## config.mk

```make
export PLATFORM = sky130hd
export DESIGN_NAME = counter_bn
export DESIGN_NICKNAME = d
export VERILOG_FILES = /design/src/rtl/counter_bn_pkg.sv /design/src/rtl/counter_bn_sat_counter.sv /design/src/rtl/counter_bn.sv
export SDC_FILE = /design/constraint.sdc
export NUM_CORES = 1
export LEC_CHECK = 0
export ABC_AREA = 1
export CORE_MARGIN = 4
export CORE_UTILIZATION = 51
export DETAILED_ROUTE_END_ITERATION = 8
export GPL_TIMING_DRIVEN = 0
export MAX_ROUTING_LAYER = met4
export PLACE_DENSITY = 0.81
export RECOVER_POWER = 50
export SLEW_MARGIN = 5
export SYNTH_ARGS = -nofsm -noshare
export SYNTH_HDL_FRONTEND = slang
export SYNTH_SLANG_ARGS = --single-unit
```

## constraint.sdc

```tcl
create_clock -name bn_clk -period 2.6 [get_ports bn_clk]
set_clock_uncertainty 0.05 [all_clocks]
set_input_delay 0.39 -clock bn_clk [delete_from_list [all_inputs] [get_ports bn_clk]]
set_output_delay 0.39 -clock bn_clk [all_outputs]
set_load 0.01 [all_outputs]
```

## src/rtl/counter_bn_pkg.sv

```systemverilog
// Shared definitions for the counter_bn block: operation encodings and the
// fixed step used by the fast up-count mode.
package counter_bn_pkg;

    localparam int unsigned MODE_W   = 2;
    // Step applied by MODE_UP3.
    localparam int unsigned STEP_UP3 = 3;

    // Operation select carried on bn_mode.
    typedef enum logic [MODE_W-1:0] {
        MODE_UP3  = 2'b00,
        MODE_DN1  = 2'b01,
        MODE_UP1  = 2'b10,
        MODE_LOAD = 2'b11
    } mode_e;

endpackage : counter_bn_pkg

```

## src/rtl/counter_bn_sat_counter.sv

```systemverilog
// sat_counter: saturating event counter.
//   clk    - rising-edge clock
//   reset  - asynchronous active-high reset, clears count
//   inc    - add one on this edge (ignored once count is all ones)
//   clr    - synchronous clear, wins over inc
//   count  - current event count, never wraps
module sat_counter #(
    parameter int unsigned CW = 8
) (
    input  logic          clk,
    input  logic          reset,
    input  logic          inc,
    input  logic          clr,
    output logic [CW-1:0] count
);

    localparam logic [CW-1:0] COUNT_MAX = {CW{1'b1}};

    // Count register: clear first, then increment unless saturated.
    always_ff @(posedge clk or posedge reset) begin
        if (reset) begin
            count <= '0;
        end else if (clr) begin
            count <= '0;
        end else if (inc && (count != COUNT_MAX)) begin
            count <= count + CW'(1);
        end
    end

endmodule : sat_counter

```

## src/rtl/counter_bn.sv

```systemverilog
// counter_bn: cascadable NBITS-bit counter with up-by-3, down-by-1, up-by-1
// and parallel-load operations, plus a saturating count of carry events.
//   bn_clk      - sole clock, rising edge
//   bn_reset    - asynchronous active-high reset
//   bn_enable   - count/load enable
//   bn_rci      - ripple-carry-in; stage acts only when bn_enable & bn_rci
//   bn_mode     - 00 up-by-3, 01 down-by-1, 10 up-by-1, 11 load
//   bn_D        - parallel load data
//   bn_clr      - synchronous clear of bn_wrap_cnt
//   bn_Q        - registered count
//   bn_rco      - registered carry/borrow-out pulse, aligned with bn_Q
//   bn_load     - registered load-acknowledge pulse, aligned with bn_Q
//   bn_wrap_cnt - saturating number of bn_rco pulses seen
module counter_bn
    import counter_bn_pkg::*;
#(
    parameter int unsigned NBITS = 4,   // counter width, >= 2
    parameter int unsigned CW    = 8    // wrap-event counter width, >= 1
) (
    input  logic             bn_clk,
    input  logic             bn_reset,
    input  logic             bn_enable,
    input  logic             bn_rci,
    input  logic [1:0]       bn_mode,
    input  logic [NBITS-1:0] bn_D,
    input  logic             bn_clr,
    output logic [NBITS-1:0] bn_Q,
    output logic             bn_rco,
    output logic             bn_load,
    output logic [CW-1:0]    bn_wrap_cnt
);

    // One extra bit so the carry/borrow of the arithmetic survives.
    localparam int unsigned EW = NBITS + 1;

    mode_e            mode_sel;
    logic             active;
    logic [EW-1:0]    ext_res;
    logic [NBITS-1:0] q_nxt;
    logic             rco_nxt;
    logic             load_nxt;

    // Next count and pulse values; an inactive edge holds bn_Q and drops pulses.
    always_comb begin
        mode_sel = mode_e'(bn_mode);
        active   = bn_enable & bn_rci;
        ext_res  = {1'b0, bn_Q};
        q_nxt    = bn_Q;
        rco_nxt  = 1'b0;
        load_nxt = 1'b0;
        if (active) begin
            case (mode_sel)
                MODE_UP3: begin
                    ext_res = {1'b0, bn_Q} + EW'(STEP_UP3);
                    q_nxt   = ext_res[NBITS-1:0];
                    rco_nxt = ext_res[NBITS];
                end
                MODE_DN1: begin
                    // Borrow out of 0 shows up as the extension bit going high.
                    ext_res = {1'b0, bn_Q} - EW'(1);
                    q_nxt   = ext_res[NBITS-1:0];
                    rco_nxt = ext_res[NBITS];
                end
                MODE_UP1: begin
                    ext_res = {1'b0, bn_Q} + EW'(1);
                    q_nxt   = ext_res[NBITS-1:0];
                    rco_nxt = ext_res[NBITS];
                end
                MODE_LOAD: begin
                    q_nxt    = bn_D;
                    load_nxt = 1'b1;
                end
                default: begin
                    q_nxt = bn_Q;
                end
            endcase
        end
    end

    // Count and pulse registers.
    always_ff @(posedge bn_clk or posedge bn_reset) begin
        if (bn_reset) begin
            bn_Q    <= '0;
            bn_rco  <= 1'b0;
            bn_load <= 1'b0;
        end else begin
            bn_Q    <= q_nxt;
            bn_rco  <= rco_nxt;
            bn_load <= load_nxt;
        end
    end

    // Counts edges on which the registered carry pulse is high.
    sat_counter #(
        .CW (CW)
    ) u_wrap_cnt (
        .clk   (bn_clk),
        .reset (bn_reset),
        .inc   (bn_rco),
        .clr   (bn_clr),
        .count (bn_wrap_cnt)
    );

endmodule : counter_bn
```

Yosys cells after proc, flatten, opt, wreduce, memory -nomap -nowiden
Cells that the tools add are included.
{"block": "classes", "add_sub_neg": 4, "n_eq_ne": 4, "muxes": 7, "bitwise_logic": 1, "n_reduce_logical": 3}
{"cell": "8-bit 2-to-1 mux", "count": 2}
{"cell": "4-bit case mux with 4 select lines", "count": 1}
{"cell": "8-bit by 1-bit adder with 8-bit output (second input constant)", "count": 1}
{"cell": "8-bit != test (second input constant)", "count": 1}
{"cell": "4-bit by 1-bit adder with 5-bit output (second input constant)", "count": 1}
{"cell": "4-bit by 2-bit adder with 5-bit output (second input constant)", "count": 1}
{"cell": "4-bit by 1-bit subtractor with 5-bit output (second input constant)", "count": 1}
{"cell": "2-bit equality test (second input constant)", "count": 2}
{"cell": "1-bit 2-to-1 mux", "count": 3}
{"cell": "1-bit case mux with 3 select lines", "count": 1}
{"cell": "2-bit by 1-bit equality test with 1-bit output (second input constant)", "count": 1}
{"cell": "2-bit zero test", "count": 1}
{"cell": "2-bit nonzero test", "count": 1}
{"cell": "1-bit bitwise AND", "count": 1}
{"cell": "1-bit logical AND", "count": 1}
{"block": "word_totals", "ff_bits": 14, "out_inout_bits": 14, "elab_cells": 23}

Depth between registers and ports, before layout
{"block": "logic_depth", "depth_word": 4, "mapped_depth": 9, "depth_no_buf": 9}

By module
Synthesis repeated with hierarchy kept, for this count alone.
{"block": "unflattened", "cells_unflattened": 139, "hier_area_um2": 989.7}
{"mod": "sat_counter", "n_inst": 1, "cells_each": 69, "area_per_inst_um2": 506.7, "seq_area_each_um2": 200.2}
{"mod": "counter_bn", "n_inst": 1, "cells_each": 70, "area_per_inst_um2": 483.0, "seq_area_each_um2": 150.1}

Worst setup path after synthesis
Ideal clock, no wire load.
{"block": "synth_path", "path_kind": "register -> register", "from": "reg bn_Q[0]", "to": "reg bn_Q[2]", "setup_ns": 0.121, "arrival_time_ns": 1.175, "required_ns": 2.429, "path_slack_ns": 1.254, "path_stages_with_launch": 8, "path_buffers": 0, "period_less_slack_ns": 1.346, "cell_sequence": "dfrtp_1 > inv_2 > ha_1 > xor2_1 > nor2_1 > nor2_1 > o21bai_1 > nand2_1"}
{"block": "synth_via", "elab_chain_len": 2, "elab_cells_between_ends": 4, "classes_between": "add/sub: 3; mux: 1"}
{"item": "start, declared", "line": "counter_bn.sv:27", "rtl": "output logic [NBITS-1:0] bn_Q,"}
{"item": "start signal, assigned", "line": "counter_bn.sv:87", "rtl": "bn_Q <= q_nxt;"}
{"item": "4-bit by 1-bit adder with 5-bit output, or another cell as far along", "line": "counter_bn.sv:65", "rtl": "ext_res = {1'b0, bn_Q} + EW'(1);"}
{"item": "4-bit case mux with 4 select lines *", "line": "counter_bn.sv:52", "rtl": "case (mode_sel)"}
Mark *: on every way between the ends. The rest lies on a longest branch, timed or not.
A chain may end at the register's enable or synchronous reset.

Worst setup path after layout
{"block": "layout_path", "from": "reg bn_Q[3]", "to": "out bn_Q[3]"}
No word-level cell between the ends.

==> flow_summary.toml <==
[pwr]
p_int_uw = 400.3
p_switching_uw = 211.0
power_uw = 611.3
leakage_uw = 0.0006206
p_seq_frac = 0.417
vdd_drop_max_uv = 509.4
power.density_nw_per_um2 = 489.0
p_clk_frac = 0.280
pwr-share-comb = 0.304
swShare = 0.3452

[floorplanning]
initial_utilization = 0.5470
die_h_um = 51.27
die_area_um2 = 2628
io_pins = 25
rows = 15
die_w_um = 51.27
fp.coreArea_um2 = 1745

[placed_design]
hpwl_um = 1819
port-buffer-count = 24
gp_congestion = 0.9563
pre_cts_ws_ns = 0.8678

[cts]
cts_hold_buf = 0
clock_path_buffers = 2
post-cts-setup-buffer-count = 0
cts_root_buffer = "clkbuf_4"
h-tree-depth = 1
ctsResizeCount = 0
cts.sinks = 14
numCtsBuffers = 3
clkTransAtPathRegs_ns = 0.10
clk_latency_ns = 0.30
cts_tree = "built"

[grt]
grt_max_degree = 15
grt_overflow = 0
antenna_found_initial = 0
grt_pass1_wl_um = 4015
grt_pass1_vias = 911
track_usage = 0.2117

[critical_path]
rr_endpoint = "u_wrap_cnt.count[5]"
cp-end-kind = "primary output"
path_buf_inv = 1
r2r_cells = 9
worstPathCellList = "clkdlybuf4s50_1"
cpPeakStageDelay_ns = 0.58
start_kind = "flip-flop"
crit_slowest_cell = "clkdlybuf4s50_1"
r2r_slack_ns = 1.08
required_ns = 2.16
critPathKind = "reg2out"
critPathArrivalTime_ns = 1.36
cp_top_family = "buffers and inverters"
crit_fanout = 7
r2r-start = "u_wrap_cnt.count[0]"

[timing]
setup_viol = 0
hold_ws_ns = 0.4885
fin_setup_tns_ns = 0
grt_setup_unrepaired = "no"
layout_min_cycle_time_ns = 1.798
final-max-slew-violation-count = 0
worst_slew_pin_slew_ns = 0.5248
setup_ws_ns = 0.8024
fmax_ghz = 0.5563
min_period_over_period = 0.6914
slew_headroom = 0.6497
hold_viol = 0

[hold_path]
hp-class = "reg2reg"
whs_endpoint = "u_wrap_cnt.count[1]"
min_from = "u_wrap_cnt.count[1]"
hold_depth = 2

[finish]
drive_above_1_share = 0.1159
postLayoutCoreUtil = 0.7161
synthToLayoutAreaGrowth_pct = 30.93
multi_input_area_um2 = 506.7
fillers = 172
register_area_um2 = 350.3
final_net_count = 179
num_antenna_cells = 0

[synthesis]
syn_area_um2 = 954.7
ys_types = 24
yosys.area.top_type_share = 0.3670
synth_nets = 150
yosys_register_bits = 14
syn_inst = 136
async_flop_share = 1.000
ys_warn_count = 0
synthTopCellsByCount = "nand2_1 (40), nand3_1 (15), dfrtp_1 (14), nor2_1 (14), inv_1 (11)"
ys_top_cells_by_area = "dfrtp_1 (37%), nand2_1 (16%), nand3_1 (7.9%)"
ys_seq_area_frac = 0.3670
netlist.top_cell.by_area = "dfrtp_1"
synth_most_common_cell = "nand2_1"
synth_top_flop_cell = "dfrtp_1"
synth_edf_count = 0
synth_area_per_cell_um2 = 7.020

[routing]
drtIter0Drc = 17
wl_per_cell_um = 12.17
drt-total-wl_um = 2301
first_pass_iters = 4
final_antenna_net_count = 0
post_drt_via_cell_ratio = 5.291
via_count = 1000
drc_errors = 0

[job]
cap_violations = 0

[outcome]
status = "finished clean"
-- sequential cells by signal, indices dropped and copies added, names as in the netlist --
name,count
bn_Q,4
bn_load,1
bn_rco,1
u_wrap_cnt.count,8
-- per-stage QoR --
stage	cell area, um^2	instances
final	1250	189
after detailed placement	1226	185
after CTS	1262	189
after global routing	1250	189
after floorplan	954.7	136
after global placement	1226	185
-- power by group through the flow --
stage	registers, uW	clock network (uW)	logic, uW
6_report	255	171	186
5_1_grt	257	187	206
4_1_cts	255	175	187
3_5_place_dp	259	0	185
3_3_place_gp	258	0	179
2_1_floorplan	263	0	107
-- cell type report --
type                    count  area share
clock buffers               4     0.02903
inverters                  20     0.06406
well taps                  25     0.02503
plain buffers               1    0.004004
flip-flops and latches     14      0.2803
repair buffers             24      0.1922
multi-input cells         101      0.4054
-- how the worst max path moves through the flow --
stage | start | endpoint | slack, ns | cells after the start
finish | bn_Q[3] | bn_Q[3] | 0.80 | 1
global route | bn_Q[3] | bn_Q[3] | 0.75 | 1
CTS | u_wrap_cnt.count[3] | bn_wrap_cnt[3] | 0.80 | 1
detailed placement | bn_mode[0] | bn_Q[2] | 0.87 | 8
global placement | bn_mode[0] | bn_Q[2] | 0.90 | 8
floorplan | bn_Q[0] | bn_Q[2] | 1.25 | 7
-- layer usage --
metal | global-route usage | wire [um] | vias to the layer above
met1 | 0.2623 | 1038 | 470
met2 | 0.3219 | 1090 | 30
li1 | - | - | 495
met5 | - | 0 | -
met4 | 0.1179 | 53 | 0
met3 | 0.04373 | 119 | 5
-- cells in the final DEF, fill, tap and decap left out, types with 3 or more instances in the layout --
cell,instances
nor2_1,16
clkdlybuf4s50_1,22
inv_2,7
nand4_1,7
nand3_1,15
clkbuf_4,3
inv_1,12
ha_1,3
nand2_1,41
dfrtp_1,14
-- logic make-up after synthesis --
logic type,count (synthesis),share of synthesized area
AO/OA/AOI/OAI,8,0.05374
XOR/XNOR,3,0.02753
adder cells (fa/ha/maj),3,0.03932
buffers and inverters,21,0.08912
flip-flops,14,0.3670
AND/OR/NAND/NOR,87,0.4233
Power figures use the tool's default switching activity.
